### src/rtl/alu128_seq_ctrl.sv
// Multi-cycle 128-bit ALU sequencer: walks the operands CHUNK bits per cycle, LSB chunk first.
// Optional ALU_SEQ_FLAGS_EN adds rsp_zero / rsp_ovf result flags.
module alu128_seq_ctrl #(
    parameter int WIDTH = 128,
    parameter int CHUNK = 32
) (
    input  logic             clk,
    input  logic             rst,
    input  logic             req_valid,
    output logic             req_ready,
    input  logic [WIDTH-1:0] req_op1,
    input  logic [WIDTH-1:0] req_op2,
    input  logic [2:0]       req_opsel,
    input  logic             req_cin,
    output logic             rsp_valid,
    input  logic             rsp_ready,
    output logic [WIDTH-1:0] rsp_result,
    output logic             rsp_cout,
    output logic             rsp_err,
`ifdef ALU_SEQ_FLAGS_EN
    output logic             rsp_zero,
    output logic             rsp_ovf,
`endif
    output logic             busy
);

    localparam int NCHUNK = WIDTH / CHUNK;
    localparam int CW     = (NCHUNK > 1) ? $clog2(NCHUNK) : 1;
    localparam logic [CW-1:0] LAST = CW'(NCHUNK - 1);

    localparam logic [2:0] OP_AND = 3'b000;
    localparam logic [2:0] OP_OR  = 3'b001;
    localparam logic [2:0] OP_XOR = 3'b010;
    localparam logic [2:0] OP_NOT = 3'b011;
    localparam logic [2:0] OP_ADD = 3'b100;
    localparam logic [2:0] OP_SUB = 3'b101;

    typedef enum logic [1:0] {S_IDLE, S_RUN, S_DONE} state_t;

    state_t           r_state;
    logic [CW-1:0]    r_cnt;
    logic             r_carry;
    logic [WIDTH-1:0] r_op1;
    logic [WIDTH-1:0] r_op2;
    logic [2:0]       r_opsel;
    logic [WIDTH-1:0] r_result;
    logic             r_cout;
    logic             r_err;
`ifdef ALU_SEQ_FLAGS_EN
    logic             r_zero;
    logic             r_ovf;
    logic             w_cmsb;
`endif

    int               w_base;
    logic [CHUNK-1:0] w_a;
    logic [CHUNK-1:0] w_b;
    logic [CHUNK-1:0] w_bx;
    logic [CHUNK-1:0] w_res;
    logic [CHUNK:0]   w_sum;
    logic             w_cnext;
    logic             w_illegal;
    logic             w_addsub;
    logic [WIDTH-1:0] w_result_next;

    always_comb begin
        w_base    = int'(r_cnt) * CHUNK;
        w_a       = r_op1[w_base +: CHUNK];
        w_b       = r_op2[w_base +: CHUNK];
        // SUB reuses the adder with an inverted operand; the +1 comes from the seeded carry
        w_bx      = (r_opsel == OP_SUB) ? ~w_b : w_b;
        w_sum     = {1'b0, w_a} + {1'b0, w_bx} + {{CHUNK{1'b0}}, r_carry};
        w_addsub  = (r_opsel == OP_ADD) || (r_opsel == OP_SUB);
        w_res     = '0;
        w_cnext   = 1'b0;
        w_illegal = 1'b0;
        case (r_opsel)
            OP_AND:         w_res = w_a & w_b;
            OP_OR:          w_res = w_a | w_b;
            OP_XOR:         w_res = w_a ^ w_b;
            OP_NOT:         w_res = ~w_a;
            OP_ADD, OP_SUB: begin
                w_res   = w_sum[CHUNK-1:0];
                w_cnext = w_sum[CHUNK];
            end
            default:        w_illegal = 1'b1;
        endcase
        w_result_next                   = r_result;
        w_result_next[w_base +: CHUNK]  = w_res;
`ifdef ALU_SEQ_FLAGS_EN
        w_cmsb = w_a[CHUNK-1] ^ w_bx[CHUNK-1] ^ w_sum[CHUNK-1];
`endif
    end

    always_ff @(posedge clk or posedge rst) begin
        if (rst) begin
            r_state  <= S_IDLE;
            r_cnt    <= '0;
            r_carry  <= 1'b0;
            r_op1    <= '0;
            r_op2    <= '0;
            r_opsel  <= '0;
            r_result <= '0;
            r_cout   <= 1'b0;
            r_err    <= 1'b0;
`ifdef ALU_SEQ_FLAGS_EN
            r_zero   <= 1'b0;
            r_ovf    <= 1'b0;
`endif
        end else begin
            case (r_state)
                S_IDLE: begin
                    if (req_valid) begin
                        r_op1   <= req_op1;
                        r_op2   <= req_op2;
                        r_opsel <= req_opsel;
                        r_carry <= (req_opsel == OP_ADD) ? req_cin : (req_opsel == OP_SUB);
                        r_cnt   <= '0;
                        r_err   <= 1'b0;
`ifdef ALU_SEQ_FLAGS_EN
                        r_zero  <= 1'b0;
                        r_ovf   <= 1'b0;
`endif
                        r_state <= S_RUN;
                    end
                end
                S_RUN: begin
                    r_result <= w_result_next;
                    r_carry  <= w_cnext;
                    if (w_illegal) begin
                        r_err <= 1'b1;
                    end
                    if (r_cnt == LAST) begin
                        r_cnt   <= '0;
                        r_cout  <= w_cnext;
`ifdef ALU_SEQ_FLAGS_EN
                        r_zero  <= (w_result_next == '0);
                        r_ovf   <= w_addsub & (w_cmsb ^ w_sum[CHUNK]);
`endif
                        r_state <= S_DONE;
                    end else begin
                        r_cnt <= r_cnt + CW'(1);
                    end
                end
                S_DONE: begin
                    if (rsp_ready) begin
                        r_state <= S_IDLE;
                    end
                end
                default: r_state <= S_IDLE;
            endcase
        end
    end

    assign req_ready  = (r_state == S_IDLE);
    assign busy       = (r_state != S_IDLE);
    assign rsp_valid  = (r_state == S_DONE);
    assign rsp_result = r_result;
    assign rsp_cout   = r_cout;
    assign rsp_err    = r_err;
`ifdef ALU_SEQ_FLAGS_EN
    assign rsp_zero   = r_zero;
    assign rsp_ovf    = r_ovf;
`else
    logic w_unused;
    assign w_unused = w_addsub;
`endif

endmodule

### config.mk
export PLATFORM = sky130hd
export DESIGN_NAME = alu128_seq_ctrl
export DESIGN_NICKNAME = d
export VERILOG_FILES = /design/src/rtl/alu128_seq_ctrl.sv
export SDC_FILE = /design/constraint.sdc
export NUM_CORES = 1
export LEC_CHECK = 0
export CORE_MARGIN = 4
export CORE_UTILIZATION = 50
export CTS_BUF_LIST = sky130_fd_sc_hd__clkbuf_8
export CTS_CLUSTER_SIZE = 25
export DETAILED_ROUTE_END_ITERATION = 16
export PLACE_DENSITY_LB_ADDON = 0.1
export SLEW_MARGIN = 40
export SYNTH_ARGS = -nofsm -noshare
export SYNTH_HDL_FRONTEND = slang
export SYNTH_SLANG_ARGS = --single-unit
### constraint.sdc
create_clock -name clk -period 14.75 [get_ports clk]
set_input_delay 2.2125 -clock clk [delete_from_list [all_inputs] [get_ports clk]]
set_output_delay 2.2125 -clock clk [all_outputs]
set_load 0.02 [all_outputs]
==> metrics.cfg <==
[synthesis]
yosys.area.top_type_share_pct=47.9
synth-main-ff-cell=dfrtp_1
syn_area_um2=20600
synth_edf_count=0
synth_seq_cells=394
yosysMostFrequentCell=nand2_1
synth_commonest_cells=nand2_1, dfrtp_1, o21ai_0, ha_1, clkbuf_1
synth_nets=2569
syn_avg_cell_area_um2=9.35
synthCells=2203
synth_top_cell_by_area=dfrtp_1
synth_cell_types=72
yosys_warnings=0
yosysSeqAreaShare_pct=47.9
synth_area_leaders=dfrtp_1, nand2_1, mux4_2
async_flop_share_pct=100

[clock_network]
postCtsSetupRepairBufs=0
cts_resized=0
cts_htree_levels=3
tritoncts.num_buffers=66
clock-root-buffer=clkbuf_8
cts_hold_repair.buffers=0
clk_latency_ps=620
clock_path_buffers=3
path_clk_slew_ps=60
cts_tree=built
clock_sink_count=394

[grt]
first_global_vias=17300
antenna_found_initial=0
grtUsageTotal_pct=27.0
grt_max_degree=96
gr-total-overflow=0
grt_pass1_wl_um=95200

[layout]
nNetsFinal=2932
fin_area_um2=26200
drive_gt1_share_pct=9.33
antenna_cells=0
syn_to_final_growth_pct=27.0

[worst_setup_path]
cp-startpoint=r_cnt[0]
r2r_setup_slack_ps=9860
r2r_cells=13
required_ps=15310
path_class=reg2reg
endpoint=rsp_result[94]
cp-start-kind=flop
path_max_fanout=48
timing.rr.start=r_cnt[0]
timing.rr.end=rsp_result[94]
crit_path_end_kind=flop
arrival_ps=5450

[route]
wl_per_cell_um=19.2
vias=17000
drc=0
wirelength_um=60400
drtPass1Iterations=5
vias_per_cell=5.40
drt_iter0_drc=1220
ant_nets=0

[place]
post_dp_cell_area_um2=24900
place.gp.congestion=0.898
pre_cts_ws_ps=9770
place_hpwl_um=44700
numPortBuffers=396

[power]
peakVddDrop_uv=193
power_leakage_nw=12.6
p_switching_mw=3.47
pwr-share-seq_pct=25.2
power_density_nw_per_um2=280
p_clk_share_pct=12.5
power.total_mw=7.32
comb_power_share_pct=62.2
power.internal_mw=3.85
netSwitchingFraction_pct=47.4

[timing]
fin_crit_ps=4890
slew_violations=0
finalCritPeriodShare_pct=33.2
setup_viol=0
fmax_ghz=0.204
hold_viol_final=0
rsz0062_at_grt=false
worst_slack_ps=9860
slew_headroom_pct=44.3
finalClockSkew_ps=28.3
tns_ps=0
worst_pin_slew_ps=829
hold_ws_ps=467

[floorplan]
chipWidth_um=211
initial_utilization_pct=50.5
die_area_um2=44500
core_area_um2=40700
rows=74
ios=397
die_h_um=211

[outcome]
status=complete, no violations

[worst_hold_path]
hold_class=reg2reg
hold_path_depth=2

[run]
maxCapViolCount=0

[critical path, cell delays in order, from the launching register on]
cell	delay, ps
dfrtp_4	740
buf_6	600
mux4_2	610
inv_1	120
xnor2_1	90
fa_1	420
fa_1	410
nand2b_1	180
a21oi_1	330
o211ai_1	160
nand2_1	170
a32oi_1	200
o311ai_2	550
a22o_1	210
[state kept, by name, indices dropped and copies added, names as in the netlist]
signal / cells
r_op1: 128
r_op2: 128
rsp_result: 128
r_opsel: 3
r_cnt: 2
r_state: 2
r_carry: 1
rsp_cout: 1
rsp_err: 1
[cell type report]
class	instances	area (um2)
clock buffer	76	1050
clock inverter	31	171
fill	3427	14600
inverter	99	379
multi-input combinational	1586	9840
sequential	394	9870
tap	532	666
timing repair buffer	419	4190
[cell families after synthesis]
kind of cell,after synthesis,share of synthesized area [%]
multiplexers,113,10.6
buffers and inverters,223,4.53
flip-flops,394,47.9
AND/OR/NAND/NOR,1031,19.7
AO/OA/AOI/OAI,288,8.89
adder cells (fa/ha/maj),102,6.27
XOR/XNOR,52,2.21
[how the worst min path moves through the flow]
stage                    start         end  slack, ps
floorplan            r_op1[61]   r_op1[61]        440
global placement     r_op2[95]   r_op2[95]        450
detailed placement   r_op1[93]   r_op1[93]        460
CTS                  r_op2[88]   r_op2[88]        470
global route        r_op1[119]  r_op1[119]        480
finish               r_op1[93]   r_op1[93]        470
[through the flow]
step / cells / util [%]
2_1_floorplan: 2203 / -
3_3_place_gp: 3028 / 61.0
3_5_place_dp: 3029 / 61.1
4_1_cts: 3136 / 64.1
5_1_grt: 3137 / 64.2
6_report: 3137 / 64.2
[metal layers]
metal	part of all wire [%]	track usage [%]	wire [um]
met2	48	44.1	29100
met1	44	38.0	26500
met5	0	0	0
met4	1.8	6.53	1090
met3	6.1	5.21	3660
[power by group through the flow]
stage	sequential (mW)	clock (mW)	combinational [mW]
after floorplan	1.88	0	3.09
after global routing	1.90	0.986	5.02
final	1.85	0.918	4.55
after CTS	1.84	0.938	4.54
after detailed placement	1.86	0	4.52
after global placement	1.84	0	4.43
[placed cells by master, fill, tap and decap left out, types with 21 or more instances in the layout]
cell             synthesis  final
nor2_1                  48     47
a22o_1                  21     21
nand2_1                917    916
inv_1                   86    104
dfrtp_1                394    391
xnor2_1                 44     44
ha_1                   100    100
a21oi_1                 58     58
clkbuf_8                 0     76
o21ai_0                113    113
mux2i_1                 29     29
mux4_2                  82     82
clkdlybuf4s50_1          0    396
Note: power is estimated with default switching activity, not from simulation.
